`config.mk`:
```
export PLATFORM = sky130hd
export DESIGN_NAME = mem_ctl_host
export DESIGN_NICKNAME = d
export VERILOG_FILES = /design/src/rtl/mem_ctl_host.sv
export SDC_FILE = /design/constraint.sdc
export NUM_CORES = 1
export LEC_CHECK = 0
export CAP_MARGIN = 20
export CORE_MARGIN = 2
export CORE_UTILIZATION = 30
export CTS_BUF_LIST = sky130_fd_sc_hd__clkbuf_16
export CTS_CLUSTER_DIAMETER = 150
export DETAILED_ROUTE_END_ITERATION = 8
export GPL_TIMING_DRIVEN = 0
export RECOVER_POWER = 25
export SLEW_MARGIN = 20
export SYNTH_ARGS = -nofsm -noshare
export SYNTH_HDL_FRONTEND = slang
export SYNTH_SLANG_ARGS = --single-unit
export TNS_END_PERCENT = 5
```
`constraint.sdc`:
```
create_clock -name clk -period 3.95 [get_ports clk]
set_input_delay 0.79 -clock clk [delete_from_list [all_inputs] [get_ports clk]]
set_output_delay 0.79 -clock clk [all_outputs]
set_load 0.01 [all_outputs]
```
`src/rtl/mem_ctl_host.sv`:
```
// mem_ctl_host: host-side burst initiator for the memory-controller request interface.
// Latency: command accept -> first req_valid 1 cycle; every output is registered.
// Backpressure: one beat in flight, held until din_ack; read beats also wait for dout_valid.
//
// Ports: cmd_* is the user command handshake. wr_data and wr_data_req form the user write-data
//   pop interface. rd_data and rd_data_valid carry returned read words. done and err report
//   the end of a burst. req_* and din_ack form the controller request handshake, and
//   dout/dout_valid return read data from the controller.
// Optional feature: define MEM_HOST_TIMEOUT_EN to abort a beat that waits TO_CYCLES cycles
//   without a response. The aborted burst ends with done and err strobed together.
//
// wr_data_req is asserted in the cycle after a write beat is acknowledged. The user must
// present the next word on wr_data before the end of that cycle, because the inter-beat
// gap cycle reloads req_data from wr_data.
module mem_ctl_host #(
    parameter int DW        = 8,
    parameter int AW        = 8,
    parameter int LW        = 4,
    parameter int TO_CYCLES = 64
) (
    input  logic          clk,
    input  logic          rst_n,
    input  logic          cmd_valid,
    output logic          cmd_ready,
    input  logic          cmd_wr,
    input  logic [AW-1:0] cmd_addr,
    input  logic [LW-1:0] cmd_len,
    input  logic [DW-1:0] wr_data,
    output logic          wr_data_req,
    output logic [DW-1:0] rd_data,
    output logic          rd_data_valid,
    output logic          done,
    output logic          err,
    output logic          req_valid,
    output logic          req_wr,
    output logic [AW-1:0] req_addr,
    output logic [DW-1:0] req_data,
    input  logic          din_ack,
    input  logic [DW-1:0] dout,
    input  logic          dout_valid
);

    typedef enum logic [2:0] {
        S_IDLE,
        S_ISSUE,
        S_WAIT_RD,
        S_GAP,
        S_DONE
    } state_t;

    state_t        state_q, state_d;
    logic          cmd_ready_q, cmd_ready_d;
    logic          req_valid_q, req_valid_d;
    logic          req_wr_q, req_wr_d;
    logic [AW-1:0] req_addr_q, req_addr_d;
    logic [DW-1:0] req_data_q, req_data_d;
    logic [LW-1:0] beat_cnt_q, beat_cnt_d;
    logic          wr_data_req_q, wr_data_req_d;
    logic [DW-1:0] rd_data_q, rd_data_d;
    logic          rd_data_valid_q, rd_data_valid_d;
    logic          done_q, done_d;
    logic          err_q, err_d;
    logic          last_beat;

`ifdef MEM_HOST_TIMEOUT_EN
    localparam int TW = $clog2(TO_CYCLES + 1);
    logic [TW-1:0] to_cnt_q, to_cnt_d;
    logic          to_hit;
    assign to_hit = (to_cnt_q == TW'(TO_CYCLES - 1));
`endif

    assign last_beat = (beat_cnt_q == '0);

    always_comb begin
        state_d         = state_q;
        cmd_ready_d     = cmd_ready_q;
        req_valid_d     = req_valid_q;
        req_wr_d        = req_wr_q;
        req_addr_d      = req_addr_q;
        req_data_d      = req_data_q;
        beat_cnt_d      = beat_cnt_q;
        rd_data_d       = rd_data_q;
        wr_data_req_d   = 1'b0;
        rd_data_valid_d = 1'b0;
        err_d           = 1'b0;

        case (state_q)
            S_IDLE: begin
                cmd_ready_d = 1'b1;
                if (cmd_valid && cmd_ready_q) begin
                    state_d     = S_ISSUE;
                    cmd_ready_d = 1'b0;
                    req_valid_d = 1'b1;
                    req_wr_d    = cmd_wr;
                    req_addr_d  = cmd_addr;
                    beat_cnt_d  = cmd_len;
                    if (cmd_wr) begin
                        req_data_d = wr_data;
                    end
                end
            end
            S_ISSUE: begin
                if (din_ack) begin
                    req_valid_d = 1'b0;
                    if (req_wr_q) begin
                        wr_data_req_d = 1'b1;
                        state_d       = last_beat ? S_DONE : S_GAP;
                    end else if (dout_valid) begin
                        // Controller answered the read in the same cycle as the ack.
                        rd_data_d       = dout;
                        rd_data_valid_d = 1'b1;
                        state_d         = last_beat ? S_DONE : S_GAP;
                    end else begin
                        state_d = S_WAIT_RD;
                    end
                end
`ifdef MEM_HOST_TIMEOUT_EN
                else if (to_hit) begin
                    req_valid_d = 1'b0;
                    err_d       = 1'b1;
                    state_d     = S_DONE;
                end
`endif
            end
            S_WAIT_RD: begin
                if (dout_valid) begin
                    rd_data_d       = dout;
                    rd_data_valid_d = 1'b1;
                    state_d         = last_beat ? S_DONE : S_GAP;
                end
`ifdef MEM_HOST_TIMEOUT_EN
                else if (to_hit) begin
                    err_d   = 1'b1;
                    state_d = S_DONE;
                end
`endif
            end
            S_GAP: begin
                // One dead cycle between beats so req_valid never stays high across two requests.
                req_addr_d  = req_addr_q + AW'(1);
                beat_cnt_d  = beat_cnt_q - LW'(1);
                req_valid_d = 1'b1;
                if (req_wr_q) begin
                    req_data_d = wr_data;
                end
                state_d = S_ISSUE;
            end
            S_DONE: begin
                cmd_ready_d = 1'b1;
                state_d     = S_IDLE;
            end
            default: begin
                state_d     = S_IDLE;
                cmd_ready_d = 1'b1;
                req_valid_d = 1'b0;
            end
        endcase

        // DONE lasts exactly one cycle, so entering it is the done strobe.
        done_d = (state_d == S_DONE);
    end

`ifdef MEM_HOST_TIMEOUT_EN
    // Cleared on every entry into a waiting state, including ISSUE -> WAIT_RD.
    always_comb begin
        to_cnt_d = '0;
        if ((state_q == S_ISSUE || state_q == S_WAIT_RD) && (state_d == state_q)) begin
            to_cnt_d = to_cnt_q + TW'(1);
        end
    end

    always_ff @(posedge clk or negedge rst_n) begin
        if (!rst_n) begin
            to_cnt_q <= '0;
        end else begin
            to_cnt_q <= to_cnt_d;
        end
    end
`endif

    always_ff @(posedge clk or negedge rst_n) begin
        if (!rst_n) begin
            state_q         <= S_IDLE;
            cmd_ready_q     <= 1'b1;
            req_valid_q     <= 1'b0;
            req_wr_q        <= 1'b0;
            req_addr_q      <= '0;
            req_data_q      <= '0;
            beat_cnt_q      <= '0;
            wr_data_req_q   <= 1'b0;
            rd_data_q       <= '0;
            rd_data_valid_q <= 1'b0;
            done_q          <= 1'b0;
            err_q           <= 1'b0;
        end else begin
            state_q         <= state_d;
            cmd_ready_q     <= cmd_ready_d;
            req_valid_q     <= req_valid_d;
            req_wr_q        <= req_wr_d;
            req_addr_q      <= req_addr_d;
            req_data_q      <= req_data_d;
            beat_cnt_q      <= beat_cnt_d;
            wr_data_req_q   <= wr_data_req_d;
            rd_data_q       <= rd_data_d;
            rd_data_valid_q <= rd_data_valid_d;
            done_q          <= done_d;
            err_q           <= err_d;
        end
    end

    assign cmd_ready     = cmd_ready_q;
    assign req_valid     = req_valid_q;
    assign req_wr        = req_wr_q;
    assign req_addr      = req_addr_q;
    assign req_data      = req_data_q;
    assign wr_data_req   = wr_data_req_q;
    assign rd_data       = rd_data_q;
    assign rd_data_valid = rd_data_valid_q;
    assign done          = done_q;
    assign err           = err_q;

endmodule

```
After elaboration in Yosys (flattened, before gate mapping)
Cells that the tools add are included.
{ "op_classes": {"n_eq_ne": 10, "bitwise_logic": 1, "muxes": 31, "n_reduce_logical": 12, "add_sub_neg": 2} }
{ "ops": {"columns": ["cell", "count"], "rows": [
  ["$mux 8", 7],
  ["$pmux 8 s2", 3],
  ["$mux 3", 6],
  ["$pmux 3 s4", 1],
  ["$ne 2x2->1 const B", 5],
  ["$mux 1", 9],
  ["$add 8x1->8 const B", 1],
  ["$pmux 4 s2", 1],
  ["$eq 3x2->1 const B", 2],
  ["$eq 3x3->1 const B", 2],
  ["$reduce_and 3->1", 2],
  ["$logic_not 4->1", 1],
  ["$mux 4", 1],
  ["$pmux 1 s2", 2],
  ["$pmux 1 s4", 1],
  ["$reduce_and 2->1", 2],
  ["$reduce_and 4->1", 1],
  ["$reduce_bool 2->1", 2],
  ["$sub 4x1->4 const B", 1],
  ["$eq 3x1->1 const B", 1],
  ["$logic_not 3->1", 1],
  ["$reduce_or 3->1", 1],
  ["$reduce_or 2->1", 1],
  ["$logic_and 1x1->1", 1],
  ["$not 1->1", 1]
]} }
{ "totals": {"reg_bits": 37, "elab_cells": 67, "input_bits": 34, "output_inout_bits": 31} }

Depth between registers and ports, before layout
{ "logic_depth": {"depth_word": 7, "ltp_mapped": 6, "ltp_nobuf": 5} }

Worst setup path after synthesis
OpenSTA, ideal clock, no wires.
{ "synth_timing": {"path_type": "in2reg", "start": "in cmd_wr", "end": "reg req_data_q[0] (netlist: req_data[0])", "n_path_buf": 0, "path_stages": 3, "t_required_ps": 3825, "setup_time_ps": 125, "arrival_ps": 1511, "path_slack_ps": 2314, "path_cell_list": "nand4_2 -> a21oi_4 -> mux2_2"} }
{ "synth_via": {"elab_chain_cells": 2} }
{ "synth_rtl": {"columns": ["item", "line_no", "rtl"], "rows": [
  ["start: declaration", "25", "input logic cmd_wr,"],
  ["$ne 2x2->1 (no source line)", null, null],
  ["$reduce_and 4->1 (no source line)", null, null],
  ["end signal: assignment", "201", "req_data_q <= req_data_d;"],
  ["end: declaration", "56", "logic [DW-1:0] req_data_q, req_data_d;"]
]} }
No other way between the ends.
A chain may end at the register's enable or synchronous reset.

Worst setup path after layout
{ "layout_timing": {"start": "reg cmd_ready_q (netlist: cmd_ready)", "end": "out cmd_ready"} }
{ "layout_rtl": {"columns": ["item", "line_no", "rtl"], "rows": [
  ["start: declaration", "52", "logic cmd_ready_q, cmd_ready_d;"],
  ["start signal: assignment", "197", "cmd_ready_q <= cmd_ready_d;"],
  ["end: declaration", "24", "output logic cmd_ready,"]
]} }
No word-level cell between the ends.

==> impl_metrics.ini <==
[setup_path]
cp_top_family = flip-flops
cp.arrival_ns = 1.40
critPathMaxStageDelay_ns = 0.58
critPathSlowestCell = dfstp_2
required_ns = 3.16
end_kind = output pin
path_max_fanout = 4
cp-start-kind = register
cp_cell_sequence = clkdlybuf4s50_1
worst-path-buf-inv = 1
criticalPathCategory = reg -> out

[synthesis]
synth_cell_types = 42
seq_area_frac_synth_pct = 50.34
synth_top_area_share_pct = 48.91
ys_ff_latch = 37
synthArstFlopShare_pct = 100.0
syn-cell-area_mm2 = 0.001842
synth_area_per_cell_um2 = 11.30
synthTopCellsByArea = dfrtp_1 49%, mux2_2 9.8%, a21oi_1 2.7%, o21ai_0 2.4%, nand3b_4 2.2%
synthTopCellsByCount = 36 x dfrtp_1, 16 x mux2_2, 10 x a21oi_1, 10 x nor2_1
synth_edf_count = 0
synth_top_cell_by_area = dfrtp_1
yosysMostFrequentCell = dfrtp_1
ys_warn_count = 0
syn-num-nets = 199
synth_cells = 163
yosys_most_used_dff = dfrtp_1

[sta]
rsz0062_at_grt = false
timing.slew.headroom_pct = 29.43
tightest_slew_ns = 1.059
fmax_mhz = 457.0
clock_skew_ns = 0.002719
hold_violations = 0
fin_ws_ns = 1.762
setup_tns_ns = 0
layout_min_cycle_time_ns = 2.188
holdWs_ns = 0.5007
finalSetupViolCount = 0
drv_slew = 0
period_share_pct = 55.39

[drt]
finalWirelength_um = 4213
drt_iter0_drc = 43
first_pass_iters = 4
drc_errors = 0
wl_per_cell_um = 13.59
vias = 1532
post_drt_via_cell_ratio = 4.942
ant_nets = 0

[grt]
first_global_vias = 1441
grt_pass1_wl_um = 6817
grt.overflow.total = 0
antenna_found_initial = 0
grt_max_degree = 21
grt_usage_pct = 13.34

[cts]
cts_resized = 0
clkTransAtPathRegs_ns = 0.05
cts_max_path_buffers = 2
cts_tree = yes
postCtsHoldBufs = 0
post_cts_buffers = 0
cts-root-buf = clkbuf_16
clkSinkCount = 37
h-tree-depth = 2
cts_buffers = 5
clk_latency_ns = 0.28

[floorplanning]
coreArea_mm2 = 0.005921
pin_count = 65
die_y_um = 82.36
die_w_um = 82.36
start_util_pct = 31.11
die_area_mm2 = 0.006782
fp-row-count = 28

[outcome]
status = finished clean

[finish]
drive_above_1_share_pct = 18.30
syn2layout_area_growth_pct = 46.74
fin_util_pct = 45.65
diodes = 0
final_area_mm2 = 0.002703
fin_nets = 270
fin_cells = 310

[place]
place_worst_setup_slack_ns = 1.653
dpl.cell_count = 302
gp_congestion = 0.8016
place_hpwl_um = 3037
dpl_cell_area_mm2 = 0.002589
io_buffers = 63

[power]
p_per_area_mw_per_mm2 = 780.7
leakage_nw = 1.136
ir_drop_uv = 328.4
power_mw = 2.110

[worst_hold_path]
hold_class = reg -> reg

[flow_run]
drv_cap = 0
cells in the final DEF (no fill, tap or decap), types with 5 or more instances in the layout:
cell,count
clkdlybuf4s50_1,62
dfrtp_1,36
mux2_2,16
nor2_1,10
a21oi_1,10
nand2_1,9
o21ai_0,9
inv_1,8
o21ai_1,5
clkbuf_16,5
final timing paths:
check / slack (ns) / from / endpoint / cells past startpoint
min reg2reg: 0.50 / rd_data[1] / rd_data[1] / 1
min in group asynchronous: 0.68 / rst_n / req_addr[6] / 1
min: 0.50 / rd_data[1] / rd_data[1] / 1
max reg2reg: 2.38 / state_q[1] / req_data[6] / 5
max: 1.76 / cmd_ready / cmd_ready / 1
max in group asynchronous: 1.81 / rst_n / rd_data[7] / 2
cell type report:
| cell class | count | area (µm²) |
|---|---|---|
| plain buffers | 7 | 56.30 |
| clock buffers | 5 | 125.1 |
| clock inverters | 3 | 13.76 |
| fillers | 572 | 3218 |
| inverters | 7 | 26.28 |
| multi-input cells | 112 | 832.0 |
| flip-flops and latches | 37 | 927.1 |
| well taps | 75 | 93.84 |
| repair buffers | 64 | 628.1 |
report_power, final:
group / total (mW) / internal [mW] / switching [mW]
Combinational: 1.04 / 0.584 / 0.454
Clock: 0.375 / 0.229 / 0.147
Sequential: 0.696 / 0.561 / 0.135
sequential cells by signal, indices dropped and copies added, names as in the netlist:
signal and count:
rd_data 8, req_addr 8, req_data 8, beat_cnt_q 4, state_q 3, cmd_ready 1
done 1, rd_data_valid 1, req_valid 1, req_wr 1, wr_data_req 1
per-layer routing:
metal  GRT usage, %  part of all wire [%]
met4          4.500                  0.76
met1          17.11                    47
met3          4.239                   6.1
met5              0                     0
met2          21.21                    47
cells by family (layout without fill, tap and decap cells):
family                   Yosys count  count (layout)  synth area share (%)
buffers and inverters             14              86                 4.484
multiplexers                      17              17                 10.60
AND/OR/NAND/NOR                   43              43                 15.08
AO/OA/AOI/OAI                     49              49                 17.94
adder cells (fa/ha/maj)            2               2                 1.358
other                              1               1                0.2036
flip-flops                        37              37                 50.34
No activity file was read; power rests on OpenSTA's default activity.
